## config.mk

```make
export PLATFORM = sky130hd
export DESIGN_NAME = inst_fetch
export DESIGN_NICKNAME = d
export VERILOG_FILES = /design/src/rtl/inst_fetch.sv
export SDC_FILE = /design/constraint.sdc
export NUM_CORES = 1
export LEC_CHECK = 0
export ABC_AREA = 1
export CAP_MARGIN = 30
export CORE_UTILIZATION = 28
export DETAILED_ROUTE_END_ITERATION = 7
export PLACE_DENSITY_LB_ADDON = 0.05
export SLEW_MARGIN = 20
export SYNTH_ARGS = -nofsm -noshare
export SYNTH_HDL_FRONTEND = slang
export SYNTH_SLANG_ARGS = --single-unit
```

## constraint.sdc

```tcl
create_clock -name clk -period 6.6 [get_ports clk]
set_input_delay 1.32 -clock clk [delete_from_list [all_inputs] [get_ports clk]]
set_output_delay 1.32 -clock clk [all_outputs]
set_load 0.05 [all_outputs]
```

## src/rtl/inst_fetch.sv

```systemverilog
// Instruction fetch stage: owns the PC, drives the combinational I-cache and
// buffers returned words with their PCs in a small in-order queue for decode.
// Redirects flush the queue and restart fetch at a word-aligned PC.
// Optional build macro INST_FETCH_STATS_EN adds push and stall counters.
module inst_fetch #(
  parameter int unsigned          ADDR_W   = 32,
  parameter int unsigned          INST_W   = 32,
  parameter int unsigned          DEPTH    = 4,
  parameter logic [ADDR_W-1:0]    RESET_PC = '0
) (
  input  logic              clk,
  input  logic              rst_n,
  output logic              icache_ce,
  output logic [ADDR_W-1:0] icache_addr,
  output logic              icache_stall,
  input  logic [INST_W-1:0] icache_inst,
  input  logic              icache_enable,
  input  logic              redirect_valid,
  input  logic [ADDR_W-1:0] redirect_pc,
  output logic              deq_valid,
  output logic [INST_W-1:0] deq_inst,
  output logic [ADDR_W-1:0] deq_pc,
  input  logic              deq_ready,
  output logic              halted
`ifdef INST_FETCH_STATS_EN
  ,
  output logic [31:0]       stat_fetched,
  output logic [31:0]       stat_stalls
`endif
);

  localparam int unsigned PtrW = $clog2(DEPTH);
  localparam int unsigned CntW = PtrW + 1;

  typedef enum logic [1:0] {StBoot, StFetch, StHalt} state_e;

  state_e            state_q, state_d;
  logic [ADDR_W-1:0] pc_q, pc_d;
  logic [CntW-1:0]   count_q, count_d;
  logic [PtrW-1:0]   rd_ptr_q, rd_ptr_d;
  logic [PtrW-1:0]   wr_ptr_q, wr_ptr_d;

  logic [INST_W-1:0] inst_mem [DEPTH];
  logic [ADDR_W-1:0] pc_mem   [DEPTH];

  logic full;
  logic not_empty;
  logic fetching;
  logic push;
  logic pop;

  // Low PC bits are forced to zero on redirect, so these inputs are ignored.
  logic unused_redirect_lsb;
  assign unused_redirect_lsb = ^redirect_pc[1:0];

  // Fullness is judged on the registered count only; a same-cycle pop never frees a slot.
  assign full      = (count_q == CntW'(DEPTH));
  assign not_empty = (count_q != '0);

  // State register
  always_ff @(posedge clk or negedge rst_n) begin
    if (!rst_n) begin
      state_q <= StBoot;
    end else begin
      state_q <= state_d;
    end
  end

  // Next-state: redirect wins from any state; an invalid word parks fetch in HALT
  always_comb begin
    state_d = state_q;
    if (redirect_valid) begin
      state_d = StFetch;
    end else begin
      unique case (state_q)
        StBoot:  state_d = StFetch;
        StFetch: if (!full && !icache_enable) state_d = StHalt;
        StHalt:  state_d = StHalt;
        default: state_d = StBoot;
      endcase
    end
  end

  // Outputs and queue handshake strobes
  always_comb begin
    fetching     = (state_q == StFetch) && !redirect_valid;
    icache_ce    = fetching;
    icache_stall = fetching && full;
    icache_addr  = pc_q;
    halted       = (state_q == StHalt);
    push         = fetching && !full && icache_enable;
    deq_valid    = not_empty && !redirect_valid;
    pop          = deq_valid && deq_ready;
    deq_inst     = not_empty ? inst_mem[rd_ptr_q] : '0;
    deq_pc       = not_empty ? pc_mem[rd_ptr_q]   : '0;
  end

  // PC, pointer and occupancy next-state
  always_comb begin
    pc_d     = pc_q;
    count_d  = count_q;
    rd_ptr_d = rd_ptr_q;
    wr_ptr_d = wr_ptr_q;
    if (redirect_valid) begin
      pc_d     = {redirect_pc[ADDR_W-1:2], 2'b00};
      count_d  = '0;
      rd_ptr_d = '0;
      wr_ptr_d = '0;
    end else begin
      if (push) begin
        pc_d     = pc_q + ADDR_W'(4);
        wr_ptr_d = wr_ptr_q + PtrW'(1);
      end
      if (pop) begin
        rd_ptr_d = rd_ptr_q + PtrW'(1);
      end
      unique case ({push, pop})
        2'b10:   count_d = count_q + CntW'(1);
        2'b01:   count_d = count_q - CntW'(1);
        default: count_d = count_q;
      endcase
    end
  end

  // PC and queue control registers
  always_ff @(posedge clk or negedge rst_n) begin
    if (!rst_n) begin
      pc_q     <= RESET_PC;
      count_q  <= '0;
      rd_ptr_q <= '0;
      wr_ptr_q <= '0;
    end else begin
      pc_q     <= pc_d;
      count_q  <= count_d;
      rd_ptr_q <= rd_ptr_d;
      wr_ptr_q <= wr_ptr_d;
    end
  end

  // Queue storage; contents are masked by count, so no reset is needed
  always_ff @(posedge clk) begin
    if (push) begin
      inst_mem[wr_ptr_q] <= icache_inst;
      pc_mem[wr_ptr_q]   <= pc_q;
    end
  end

`ifdef INST_FETCH_STATS_EN
  logic [31:0] stat_fetched_q;
  logic [31:0] stat_stalls_q;

  // Free-running counters; deliberately untouched by redirect
  always_ff @(posedge clk or negedge rst_n) begin
    if (!rst_n) begin
      stat_fetched_q <= '0;
      stat_stalls_q  <= '0;
    end else begin
      if (push)         stat_fetched_q <= stat_fetched_q + 32'd1;
      if (icache_stall) stat_stalls_q  <= stat_stalls_q + 32'd1;
    end
  end

  assign stat_fetched = stat_fetched_q;
  assign stat_stalls  = stat_stalls_q;
`endif

endmodule

```

* After elaboration in Yosys (flattened, before gate mapping)
Memories as Yosys holds them, arrays and structs flattened. Index checks and enable logic that the tools add are counted. Widths: inputs -> output; s select.
Cells by class: add/sub/neg operators 5, eq/ne operators 6, multiplexer cells 15, reductions and logical operators 15
Operators by type and width (number):
- $mux 32 | 4
- $add 32x3->32 const B | 1
- $mux 2 | 6
- $logic_and 1x1->1 | 7
- $pmux 2 s3 | 1
- $pmux 3 s2 | 1
- $reduce_bool 3->1 | 2
- $add 2x1->2 const B | 2
- $eq 2x1->1 const B | 2
- $eq 2x2->1 const B | 2
- $reduce_bool 2->1 | 2
- $add 3x1->3 const B | 1
- $eq 3x3->1 const B | 1
- $logic_not 1->1 | 3
- $mux 3 | 1
- $ne 3x3->1 const B | 1
- $sub 3x1->3 const B | 1
- $logic_not 2->1 | 1
- $mux 1 | 2
Word-level totals: register bits after elaboration 41, bits in writable memories 256, input bits 69, output and inout bits 100, logic and storage cells 48, memories kept 2
Memory list:
- inst_mem | words 4, width 32, rd ports 1, clocked after Yosys merged registers in 0, write ports 1, line 43 | logic [INST_W-1:0] inst_mem [DEPTH];
- pc_mem | words 4, width 32, rd ports 1, clocked after Yosys merged registers in 0, write ports 1, line 44 | logic [ADDR_W-1:0] pc_mem [DEPTH];

* Depth between registers and ports, before layout
depth after elaboration 7, mapped depth 14, depth with buffers taken out 14

* Worst setup path before layout
No wires, ideal clock.
kind input to register, start point in redirect_valid, end point mem inst_mem[0][0], enable pin, library setup time 482 ps, arrival time 4474 ps, data required time 6118 ps, setup slack 1644 ps, stages 7, path buffers 2, path through buf_6 inv_8 nand2_4 nor2_4 nand2_2 buf_2 nor2_1
Between the ends: cells in the longest elaborated chain, start to end 6
Ends and longest elaborated chain:
- from (decl) | line 18 | input logic redirect_valid,
- $logic_not 1->1 | line 86 | fetching = (state_q == StFetch) && !redirect_valid;
- $logic_and 1x1->1 | line 86
- $logic_and 1x1->1 (2 in a row) | line 91 | push = fetching && !full && icache_enable;
- $mux 1 | line 142 | if (push) begin
- $mux 1 (not written as such) | line 143 | inst_mem[wr_ptr_q] <= icache_inst;
- to (decl) | line 43
Every way passes these cells.

* Worst setup path in the final report
start point reg rd_ptr_q[0], end point out deq_pc[20]
Between the ends: cells in the longest elaborated chain, start to end 2
Ends and longest elaborated chain:
- from (decl) | line 40 | logic [PtrW-1:0] rd_ptr_q, rd_ptr_d;
- from (signal assigned) | line 135 | rd_ptr_q <= rd_ptr_d;
- $mem_v2 4x32
- $mux 32 | line 95 | deq_pc = not_empty ? pc_mem[rd_ptr_q] : '0;
- to (decl) | line 22 | output logic [ADDR_W-1:0] deq_pc,
Every way passes these cells.

==> flow_metrics.env <==
export IMPL_status="completed"
export IMPL_setup_tns_ns=0
export IMPL_cts_clk_slew_worst_paths_ns=0.06
export IMPL_nNetsFinal=1432
export IMPL_cts_buffers_inserted=36
export IMPL_ys_async_sr_fraction=0.1359
export IMPL_die_y_um=212.9
export IMPL_slowest_stage="dfrtp_4"
export IMPL_ff_latch_area_um2=8428
export IMPL_wl_per_cell_um=18.55
export IMPL_synth_area_top_cells="edfxtp_1 60%, nor2_1 9.2%, dfrtp_1 7.8%, o21ai_0 5.9%, nand2_1 5.6%"
export IMPL_grt_max_degree=92
export IMPL_grt_util_met2=0.2651
export IMPL_port_buffers=162
export IMPL_tightest_slew_ns=0.8688
export IMPL_crit_family="buffers and inverters"
export IMPL_worstSetupPathType="reg -> out"
export IMPL_switchingPower_mw=2.533
export IMPL_antenna_found_initial=0
export IMPL_pwr_share_seq=0.366
export IMPL_cts_sinks=287
export IMPL_met3_usage=0.03721
export IMPL_comb_power_share=0.356
export IMPL_fin_skew_ns=0.01401
export IMPL_drive_gt1_frac=0.06459
export IMPL_ys_flop_type="edfxtp_1"
export IMPL_place_hpwl_mm=21.48
export IMPL_ys_seq_area_frac=0.6760
export IMPL_worstSetupEndpointType="output port"
export IMPL_reg2reg_depth=7
export IMPL_p_leak_nw=5.670
export IMPL_ios=169
export IMPL_cp_required_ns=5.28
export IMPL_min_to="count_q[2]$_DFFE_PN0P_"
export IMPL_die_w_um=212.9
export IMPL_fmax_mhz=197.0
export IMPL_hold_ws_ns=0.5548
export IMPL_synthTopCellsByCount="304 x nor2_1, 248 x edfxtp_1, 187 x nand2_1, 148 x o21ai_0, 65 x a21oi_1"
export IMPL_whs_path_depth=2
export IMPL_synth_edf_count=248
export IMPL_min_path_type="reg -> reg"
export IMPL_rows=76
export IMPL_r2r_end="inst_mem[3][19]$_DFFE_PP_"
export IMPL_hp_start="count_q[2]$_DFFE_PN0P_"
export IMPL_dpl_cell_area_um2=14720
export IMPL_dieArea_um2=45350
export IMPL_multi_input_area_um2=3506
export IMPL_slowest_delay_ns=0.87
export IMPL_syn_avg_cell_area_um2=10.43
export IMPL_viasPerCell=4.462
export IMPL_ys_warn_count=0
export IMPL_finalWirelength_mm=36.41
export IMPL_ant_nets=0
export IMPL_period_share=0.7690
export IMPL_cts_tree="built"
export IMPL_p_clk_frac=0.278
export IMPL_vias=8758
export IMPL_critical_path_arrival_ns=3.76
export IMPL_clk_latency_ns=0.53
export IMPL_setup_violations=0
export IMPL_grt_total_usage=0.1639
export IMPL_area_growth_pct=26.94
export IMPL_relSlewSlack=0.4208
export IMPL_drt_iter0_markers=406
export IMPL_grt_pass1_vias=8666
export IMPL_initial_core_util=0.2867
export IMPL_ys_ff_latch=287
export IMPL_firstDrtPassIters=5
export IMPL_path_buf_inv=2
export IMPL_cp_common_cell="nor2_1"
export IMPL_top_usage_layer="met2"
export IMPL_r2r_start="state_q[1]$_DFFE_PN0P_"
export IMPL_p_int_mw=3.845
export IMPL_root_buffer="clkbuf_16"
export IMPL_cts_hold_buf=0
export IMPL_use_met1=0.2190
export IMPL_irDropWorstVdd_uv=168.1
export IMPL_cts_path_max_buffers=3
export IMPL_p_total_mw=6.378
export IMPL_fin_area_um2=15820
export IMPL_switching_share=0.3971
export IMPL_cts_setup_buffers=0
export IMPL_synth_area_um2=12460
export IMPL_grt_setup_unrepaired="no"
export IMPL_synth_most_common_cell="nor2_1"
export IMPL_core_area_um2=43460
export IMPL_drv_cap=0
export IMPL_cts_resized=0
export IMPL_synth_cell_types=33
export IMPL_grt_pass1_wl_mm=54.32
export IMPL_synth_cells=1195
export IMPL_cp_start_kind="flip-flop"
export IMPL_synth_top_cell_by_area="edfxtp_1"
export IMPL_gp_congestion=0.7922
export IMPL_htreeDepth=2
export IMPL_worstPathCellList="buf_4 -> nor2_1 -> nor2_1 -> o21ai_0 -> a21oi_1 -> clkdlybuf4s50_1"
export IMPL_hold_viol_final=0
export IMPL_synth_top_cell_area_share=0.5977
export IMPL_maxSlewViolCount=0
export IMPL_rrSetupSlack_ns=3.93
export IMPL_n_antenna_cell=0
export IMPL_worstPathMaxFanout=70
export IMPL_fin_crit_ns=5.075
export IMPL_num_fill_cells=4373
export IMPL_gr_total_overflow=0
export IMPL_drc=0
export IMPL_power_density_nw_per_um2=403.2
[per-layer routing]
metal / part of all wire / vias to the layer above
met5: 0 / -
met4: 0.020 / 0
met3: 0.045 / 47
met2: 0.47 / 160
met1: 0.47 / 4215
li1: - / 4336
[flip-flops by register name (all words and copies together), names as in the netlist]
| name | cells |
|---|---|
| inst_mem | 128 |
| pc_mem | 120 |
| icache_addr | 30 |
| count_q | 3 |
| rd_ptr_q | 2 |
| state_q | 2 |
| wr_ptr_q | 2 |
[cell families (layout without fill, tap and decap cells)]
group                    after synthesis  in the layout  synth area share
other                                  1              4         0.0003010
buffers and inverters                126            306           0.04589
flip-flops                           287            287            0.6760
AND/OR/NAND/NOR                      538            538            0.1692
XOR/XNOR                               8              8          0.005624
AO/OA/AOI/OAI                        226            226           0.09329
adder cells (fa/ha/maj)                9              9          0.009641
[per-stage QoR]
stage | instances | utilization | setup slack (ns)
finish | 1963 | 0.3640 | 1.525
global route | 1963 | 0.3640 | 1.228
CTS | 1961 | 0.3630 | 1.355
detailed placement | 1899 | 0.3388 | 1.943
global placement | 1897 | 0.3379 | 1.873
floorplan | 1198 | - | 1.644
[worst max path at each step]
| stage | startpoint | end | slack, ns | cells after the start |
|---|---|---|---|---|
| 2_1_floorplan | redirect_valid | inst_mem[0][0]$_DFFE_PP_ | 1.64 | 7 |
| 3_3_place_gp | rd_ptr_q[1]$_DFFE_PN0P_ | deq_pc[14] | 1.87 | 6 |
| 3_5_place_dp | rd_ptr_q[0]$_DFFE_PN0P_ | deq_pc[20] | 1.94 | 6 |
| 4_1_cts | rd_ptr_q[0]$_DFFE_PN0P_ | deq_pc[20] | 1.36 | 6 |
| 5_1_grt | rd_ptr_q[0]$_DFFE_PN0P_ | deq_pc[5] | 1.23 | 5 |
| 6_report | rd_ptr_q[0]$_DFFE_PN0P_ | deq_pc[20] | 1.52 | 6 |
[worst reg2reg max path, stage by stage, from the launching register on]
cell and delay, ns:
dfrtp_1 0.37, inv_1 0.10, ha_1 0.23, nand2_4 0.07
nor2_4 0.09, nand2_2 0.29, nor2_4 0.63, buf_4 0.52
[power groups by stage]
stage	registers, mW	logic [mW]	clock network, mW
finish	2.33	2.27	1.77
CTS	2.34	2.31	1.84
floorplan	2.39	1.41	0
global route	2.36	2.45	1.90
detailed placement	2.38	2.30	0
global placement	2.38	2.30	0
[cells in the final DEF, fill, tap and decap left out, drive strengths merged]
cell type      count
clkinv            16
clkdlybuf4s50    161
inv               65
nor3               3
clkbuf            46
edfxtp           248
fa                 1
o21ai            149
xnor2              3
nor2             310
nand2            193
a22oi              1
nand3             32
xor2               5
conb               4
buf               18
o211ai             5
dfrtp             39
a21oi             66
o21bai             4
ha                 8
o31ai              1
[area by class of cell]
cell class | count | share of cell area
inverter | 65 | 0.01598
timing repair buffer | 179 | 0.1166
clock buffer | 46 | 0.06194
tap | 585 | 0.04628
multi-input combinational | 785 | 0.2217
sequential | 287 | 0.5329
clock inverter | 16 | 0.004667
No activity file was read; power rests on OpenSTA's default activity.
